**src/rtl/divider_fp.sv**
```systemverilog
`default_nettype none
// ============================================================================
// Module   : divider_fp
// Brief    : Multi-cycle IEEE-754-style FP divider, restoring 1-bit/cycle
//            mantissa divide, round-to-nearest-even, start/done handshake.
// Revision : 1.0
// ============================================================================
module divider_fp #(
    parameter int SIZE     = 32,
    parameter int EXPONENT = 5 + ($clog2(SIZE) - 4) * 3,
    parameter int FRACTION = SIZE - EXPONENT - 1,
    parameter int BIAS     = 2**(EXPONENT - 1) - 1
) (
    input  logic            i_clk,
    input  logic            i_rst,
    input  logic            i_start,
    input  logic [SIZE-1:0] i_A,
    input  logic [SIZE-1:0] i_B,
    output logic [SIZE-1:0] o_result,
    output logic            o_done,
    output logic            o_busy,
    output logic [3:0]      o_flags
);
    localparam int ITERS = FRACTION + 4;
    localparam int MW    = FRACTION + 1;
    localparam int RW    = FRACTION + 2;
    localparam int EW    = EXPONENT + 2;
    localparam int CW    = $clog2(ITERS);
    localparam logic [CW-1:0] LAST_CNT = CW'(ITERS - 2);
    localparam logic [EW-2:0] EXP_INF  = (EW-1)'(2**EXPONENT - 1);

    typedef enum logic [2:0] {
        S_IDLE   = 3'd0,
        S_LOAD   = 3'd1,
        S_DIVIDE = 3'd2,
        S_NORM   = 3'd3,
        S_ROUND  = 3'd4,
        S_DONE   = 3'd5
    } state_t;

    state_t          state_q, state_d;
    logic            sign_q, sign_d;
    logic [EW-1:0]   exp_q, exp_d;
    logic [MW-1:0]   mb_q, mb_d;
    logic [RW-1:0]   rem_q, rem_d;
    logic [ITERS-1:0] quo_q, quo_d;
    logic [CW-1:0]   cnt_q, cnt_d;
    logic [MW-1:0]   mant_q, mant_d;
    logic            guard_q, guard_d;
    logic            round_q, round_d;
    logic            sticky_q, sticky_d;
    logic [SIZE-1:0] result_q, result_d;
    logic [3:0]      flags_q, flags_d;

    logic                w_sign_a, w_sign_b, w_sign;
    logic [EXPONENT-1:0] w_exp_a, w_exp_b;
    logic [FRACTION-1:0] w_frac_a, w_frac_b;
    logic                w_zero_a, w_zero_b, w_inf_a, w_inf_b, w_nan_a, w_nan_b;

    assign {w_sign_a, w_exp_a, w_frac_a} = i_A;
    assign {w_sign_b, w_exp_b, w_frac_b} = i_B;
    assign w_sign   = w_sign_a ^ w_sign_b;
    assign w_zero_a = (w_exp_a == '0);
    assign w_zero_b = (w_exp_b == '0);
    assign w_inf_a  = (&w_exp_a) && (w_frac_a == '0);
    assign w_inf_b  = (&w_exp_b) && (w_frac_b == '0);
    assign w_nan_a  = (&w_exp_a) && (|w_frac_a);
    assign w_nan_b  = (&w_exp_b) && (|w_frac_b);

    // The first restoring step runs in LOAD straight off the operand ports.
    logic [RW-1:0] w_rem_cur, w_rem_sub, w_rem_nxt;
    logic [MW-1:0] w_mb_cur;
    logic          w_qbit;

    always_comb begin
        if (state_q == S_LOAD) begin
            w_rem_cur = {2'b01, w_frac_a};
            w_mb_cur  = {1'b1, w_frac_b};
        end else begin
            w_rem_cur = rem_q;
            w_mb_cur  = mb_q;
        end
        w_qbit    = (w_rem_cur >= {1'b0, w_mb_cur});
        w_rem_sub = w_qbit ? (w_rem_cur - {1'b0, w_mb_cur}) : w_rem_cur;
        w_rem_nxt = w_rem_sub << 1;
    end

    logic                w_inc;
    logic [MW:0]         w_mant_r;
    logic [FRACTION-1:0] w_frac_f;
    logic [EW-1:0]       w_exp_f;
    logic                w_ovf, w_unf;

    always_comb begin
        w_inc    = guard_q & (round_q | sticky_q | mant_q[0]);
        w_mant_r = {1'b0, mant_q} + (MW+1)'(w_inc);
        w_frac_f = w_mant_r[MW] ? w_mant_r[FRACTION:1] : w_mant_r[FRACTION-1:0];
        w_exp_f  = w_mant_r[MW] ? (exp_q + EW'(1)) : exp_q;
        w_ovf    = !w_exp_f[EW-1] && (w_exp_f[EW-2:0] >= EXP_INF);
        w_unf    = w_exp_f[EW-1] || (w_exp_f == '0);
    end

    always_comb begin
        state_d  = state_q;
        sign_d   = sign_q;
        exp_d    = exp_q;
        mb_d     = mb_q;
        rem_d    = rem_q;
        quo_d    = quo_q;
        cnt_d    = cnt_q;
        mant_d   = mant_q;
        guard_d  = guard_q;
        round_d  = round_q;
        sticky_d = sticky_q;
        result_d = result_q;
        flags_d  = flags_q;
        case (state_q)
            S_IDLE: begin
                if (i_start) begin
                    state_d = S_LOAD;
                    flags_d = '0;
                end
            end
            S_LOAD: begin
                sign_d  = w_sign;
                exp_d   = EW'(w_exp_a) - EW'(w_exp_b) + EW'(BIAS);
                mb_d    = {1'b1, w_frac_b};
                rem_d   = w_rem_nxt;
                quo_d   = {{(ITERS-1){1'b0}}, w_qbit};
                cnt_d   = '0;
                state_d = S_DONE;
                if (w_nan_a || w_nan_b || (w_zero_a && w_zero_b) || (w_inf_a && w_inf_b)) begin
                    result_d = {1'b0, {EXPONENT{1'b1}}, 1'b1, {(FRACTION-1){1'b0}}};
                    flags_d  = 4'b1000;
                end else if (w_zero_b) begin
                    result_d = {w_sign, {EXPONENT{1'b1}}, {FRACTION{1'b0}}};
                    flags_d  = 4'b0100;
                end else if (w_inf_a) begin
                    result_d = {w_sign, {EXPONENT{1'b1}}, {FRACTION{1'b0}}};
                end else if (w_zero_a || w_inf_b) begin
                    result_d = {w_sign, {(SIZE-1){1'b0}}};
                end else begin
                    state_d = S_DIVIDE;
                end
            end
            S_DIVIDE: begin
                rem_d = w_rem_nxt;
                quo_d = {quo_q[ITERS-2:0], w_qbit};
                cnt_d = cnt_q + CW'(1);
                if (cnt_q == LAST_CNT) begin
                    state_d = S_NORM;
                end
            end
            S_NORM: begin
                // Quotient is in (0.5, 2): at most one left shift normalizes it.
                if (quo_q[ITERS-1]) begin
                    mant_d   = quo_q[ITERS-1 -: MW];
                    guard_d  = quo_q[2];
                    round_d  = quo_q[1];
                    sticky_d = quo_q[0] | (|rem_q);
                end else begin
                    mant_d   = quo_q[ITERS-2 -: MW];
                    guard_d  = quo_q[1];
                    round_d  = quo_q[0];
                    sticky_d = |rem_q;
                    exp_d    = exp_q - EW'(1);
                end
                state_d = S_ROUND;
            end
            S_ROUND: begin
                if (w_ovf) begin
                    result_d = {sign_q, {EXPONENT{1'b1}}, {FRACTION{1'b0}}};
                end else if (w_unf) begin
                    result_d = {sign_q, {(SIZE-1){1'b0}}};
                end else begin
                    result_d = {sign_q, w_exp_f[EXPONENT-1:0], w_frac_f};
                end
                flags_d = {2'b00, w_ovf, w_unf && !w_ovf};
                state_d = S_DONE;
            end
            S_DONE: begin
                state_d = S_IDLE;
            end
            default: begin
                state_d = S_IDLE;
            end
        endcase
    end

    always_ff @(posedge i_clk) begin
        if (i_rst) begin
            state_q  <= S_IDLE;
            sign_q   <= 1'b0;
            exp_q    <= '0;
            mb_q     <= '0;
            rem_q    <= '0;
            quo_q    <= '0;
            cnt_q    <= '0;
            mant_q   <= '0;
            guard_q  <= 1'b0;
            round_q  <= 1'b0;
            sticky_q <= 1'b0;
            result_q <= '0;
            flags_q  <= '0;
        end else begin
            state_q  <= state_d;
            sign_q   <= sign_d;
            exp_q    <= exp_d;
            mb_q     <= mb_d;
            rem_q    <= rem_d;
            quo_q    <= quo_d;
            cnt_q    <= cnt_d;
            mant_q   <= mant_d;
            guard_q  <= guard_d;
            round_q  <= round_d;
            sticky_q <= sticky_d;
            result_q <= result_d;
            flags_q  <= flags_d;
        end
    end

    assign o_result = result_q;
    assign o_flags  = flags_q;
    assign o_done   = (state_q == S_DONE);
    assign o_busy   = (state_q != S_IDLE);

endmodule
`default_nettype wire

```
**config.mk**
```make
export PLATFORM = sky130hd
export DESIGN_NAME = divider_fp
export DESIGN_NICKNAME = d
export VERILOG_FILES = /design/src/rtl/divider_fp.sv
export SDC_FILE = /design/constraint.sdc
export NUM_CORES = 1
export LEC_CHECK = 0
export ABC_AREA = 1
export BUFFER_PORTS_ARGS = -buffer_cell sky130_fd_sc_hd__buf_2
export CAP_MARGIN = 5
export CORE_ASPECT_RATIO = 0.7
export CORE_MARGIN = 10
export CORE_UTILIZATION = 40
export CTS_BUF_LIST = sky130_fd_sc_hd__clkbuf_16
export DETAILED_ROUTE_END_ITERATION = 12
export PLACE_DENSITY = 0.58
export SYNTH_ARGS = -nofsm -noshare
export SYNTH_HDL_FRONTEND = slang
export SYNTH_SLANG_ARGS = --single-unit
```
**constraint.sdc**
```tcl
create_clock -name i_clk -period 6.09 [get_ports i_clk]
set_clock_uncertainty 0.1 [all_clocks]
set_input_delay 0.609 -clock i_clk [delete_from_list [all_inputs] [get_ports i_clk]]
set_output_delay 0.609 -clock i_clk [all_outputs]
set_load 0.03 [all_outputs]
```
==> impl_metrics.py <==
metrics = {
    "setup_path": {
        "timing_worst_setup_path_type": "flop to flop",
        "reg2reg_depth": 17,
        "cp_common_cell": "nand2_1",
        "worstSetupEndpointType": "flop",
        "reg2reg_from": "state_q[2]$_SDFFE_PP0P_",
        "start_kind": "flop",
        "path_max_fanout": 38,
        "max_stage_delay_ps": 750,
        "path_cells": "inv_1 -> nand2_1 -> clkinv_1 -> buf_4 -> o21ai_0 -> ha_1 -> a21oi_1 -> o21ai_0 -> a21oi_1 -> nand3_1 -> nand2_1 -> nand2_1 -> inv_1 -> nand3_1 -> nand3_1 -> nand2_1 -> inv_1",
        "cp.arrival_ps": 5320,
        "crit_buf_inv": 5,
        "critPathTopFamily": "buffers and inverters",
        "cpMaxStageDelayCell": "inv_1",
        "worstPathRequired_ps": 6360,
        "r2r_end": "rem_q[10]$_SDFFE_PP0P_",
        "r2r_setup_slack_ps": 1040,
    },
    "timing": {
        "maxSlewHeadroom_pct": 31.4,
        "worst_slew_pin_slew_ps": 1030,
        "setup_tns_ps": 0,
        "max_freq_mhz": 198,
        "rsz0062_at_grt": "no",
        "fin_crit_sh_pct": 82.9,
        "finalHoldViolCount": 0,
        "layout_min_cycle_time_ps": 5050,
        "final_max_slew_viol_count": 0,
        "setup_viol": 0,
    },
    "clock_network": {
        "cts.sinks": 157,
        "worstSkewPairLatency_ps": 430,
        "path_clk_slew_ps": 70,
        "hold_buffers": 0,
        "clock_path_buffers": 2,
        "cts_root_buf": "clkbuf_16",
        "cts_setup_buffers": 0,
        "cts_tree": "built",
        "ctsResizeCount": 0,
        "cts_buffers": 17,
        "htreeDepth": 4,
    },
    "layout": {
        "syn_to_final_growth_pct": 12.6,
        "antenna_cells": 0,
        "fin_nets": 1790,
        "layout-drive-gt1-share_pct": 11.7,
        "design_area_sq_um": 11600,
    },
    "logic_synthesis": {
        "async_reset_ff_share_pct": 0,
        "yosys_warnings": 0,
        "synth_seq_cells": 157,
        "synthMuxAreaShare_pct": 0,
        "synth_ff_type": "dfxtp_1",
        "syn_area_sq_um": 10300,
        "yosys.area_share.simple_pct": 35.0,
        "synth_compound_area_share_pct": 16.0,
        "synth-edff-count": 0,
        "syn_nets": 1726,
        "synthCells": 1619,
        "ys_seq_area_share_pct": 30.6,
        "avgSynthCellArea_sq_um": 6.35,
        "synth_cell_types": 43,
        "synth_top_family_by_area": "simple AND/OR/NAND/NOR gates",
        "synthAdderAreaFrac_pct": 5.02,
        "synth_xor_area_share_pct": 3.75,
    },
    "routing": {
        "dr.pass1.iters": 5,
        "num_vias": 10700,
        "first_iter_violations": 961,
        "routedWlPerCell_um": 15.7,
        "ant_nets": 0,
        "viasPerCell": 5.29,
        "wirelength_um": 31800,
        "drc": 0,
    },
    "floorplan": {
        "start_util_pct": 41.1,
        "fp.dieW_um": 212,
        "ios": 105,
        "rows": 48,
        "dieArea_sq_um": 32600,
        "die_h_um": 154,
        "coreArea_sq_um": 25000,
    },
    "hold_path": {
        "holdCritPathClass": "flop to flop",
        "min_path_cells": 2,
        "worstHoldStart": "sign_q$_SDFFE_PP0N_",
        "min_to": "sign_q$_SDFFE_PP0N_",
    },
    "power": {
        "totalPowerFinal_mw": 4.98,
        "power_leakage_nw": 5.22,
        "ir_drop_mv": 0.252,
        "powerDensity_nw_per_um2": 430,
    },
    "global_routing": {
        "grt_pass1_wl_um": 52200,
        "grt_pass1_vias": 9734,
        "grt_max_degree": 75,
        "track_usage_pct": 19.4,
        "overflow": 0,
        "antenna_found_initial": 0,
    },
    "run": {
        "drv_cap": 0,
    },
    "placement": {
        "dp_hpwl_um": 24000,
        "dpl_cell_area_sq_um": 11000,
        "gp_congestion": 0.968,
        "port_buffers": 104,
    },
    "outcome": {
        "status": "completed",
    },
}
-- synth_stat cells, types with 5 or more instances --
cell	n	share of area [%]
nand3_2	11	1.1
a21o_1	7	0.51
nand4_1	37	2.3
ha_1	38	4.6
xor2_1	28	2.4
inv_1	171	6.2
nor3_1	16	0.78
or2_2	9	0.55
xnor2_1	16	1.4
clkbuf_1	58	2.1
nand2_1	435	16
nor2_2	6	0.37
o21bai_1	5	0.37
a31oi_1	32	1.9
nor2_1	150	5.5
a21oi_1	127	6.2
nand3_1	120	5.8
nand2_2	13	0.79
a211oi_1	5	0.37
buf_2	5	0.24
o21ai_0	121	5.9
dfxtp_1	157	31
nor4_1	11	0.67
-- power by group --
part	total (mW)	leakage, nW	switching [mW]	internal (mW)
combinational	2.59	3.66	1.78	0.815
sequential	1.30	1.28	0.127	1.17
clock	1.09	0.288	0.475	0.611
total	4.98	5.22	2.38	2.60
-- per-stage QoR --
stage | hold WS, ps | instances | utilization [%] | setup slack, ps
after floorplan | 330 | 1619 | - | 2960
after global placement | 339 | 1989 | 44.0 | 1300
after detailed placement | 353 | 1989 | 44.0 | 1170
after CTS | 349 | 2021 | 46.3 | 1140
after global routing | 365 | 2021 | 46.3 | 471
final | 361 | 2021 | 46.3 | 1040
-- layout make-up --
cell class,instances,area [sq um]
clock inverter,15,163
multi-input combinational,1212,6150
fill,2677,13400
tap,325,407
timing repair buffer,115,603
clock buffer,17,425
inverter,180,681
sequential,157,3140
-- logic make-up (layout without fill, tap and decap cells) --
family / Yosys count / in the layout
XOR/XNOR: 44 / 44
flip-flops: 157 / 157
AND/OR/NAND/NOR: 820 / 820
AO/OA/AOI/OAI: 308 / 308
adder cells (fa/ha/maj): 40 / 40
buffers and inverters: 250 / 327
-- state kept, by name (all words and copies together), names as in the netlist, 3 cells and up --
signal	flops
rem_q	24
exp_q	10
o_result	32
quo_q	27
mant_q	24
state_q	3
o_flags	4
mb_q	24
cnt_q	5
-- worst reg2reg max path, cell delays in order (launching register included) --
cell and delay (ps):
dfxtp_1 430, inv_1 100, nand2_1 100, clkinv_1 730
buf_4 490, o21ai_0 240, ha_1 330, a21oi_1 250
o21ai_0 160, a21oi_1 220, nand3_1 170, nand2_1 90
nand2_1 400, inv_1 750, nand3_1 180, nand3_1 130
nand2_1 60, inv_1 70
-- worst max path at each step --
stage	cells after the start	end	from	slack [ps]
floorplan	20	rem_q[2]$_SDFFE_PP0P_	state_q[2]$_SDFFE_PP0P_	2960
global placement	18	rem_q[12]$_SDFFE_PP0P_	state_q[2]$_SDFFE_PP0P_	1300
detailed placement	17	rem_q[13]$_SDFFE_PP0P_	state_q[2]$_SDFFE_PP0P_	1170
CTS	17	rem_q[10]$_SDFFE_PP0P_	state_q[2]$_SDFFE_PP0P_	1140
global route	18	rem_q[20]$_SDFFE_PP0P_	state_q[2]$_SDFFE_PP0P_	470
finish	17	rem_q[10]$_SDFFE_PP0P_	state_q[2]$_SDFFE_PP0P_	1040
-- cell usage in the layout (no fill, tap or decap), types with 16 or more instances in the layout --
cell         n
o21ai_0    121
xor2_1      28
a31oi_1     32
nor2_1     149
nand3_1    120
xnor2_1     16
inv_1      171
nand4_1     37
a21oi_1    127
nand2_1    435
buf_2      104
dfxtp_1    157
nor3_1      16
clkbuf_16   17
ha_1        38
-- routing by layer --
layer  wire length [um]  global-route usage, %  vias to the layer above
li1                   -                      -                     5439
met4                331                   4.17                        0
met5                  0                      0                        -
met1              16800                   30.0                     4880
met3               2450                   4.10                       24
met2              12200                   26.3                      341
Power figures use the tool's default switching activity.
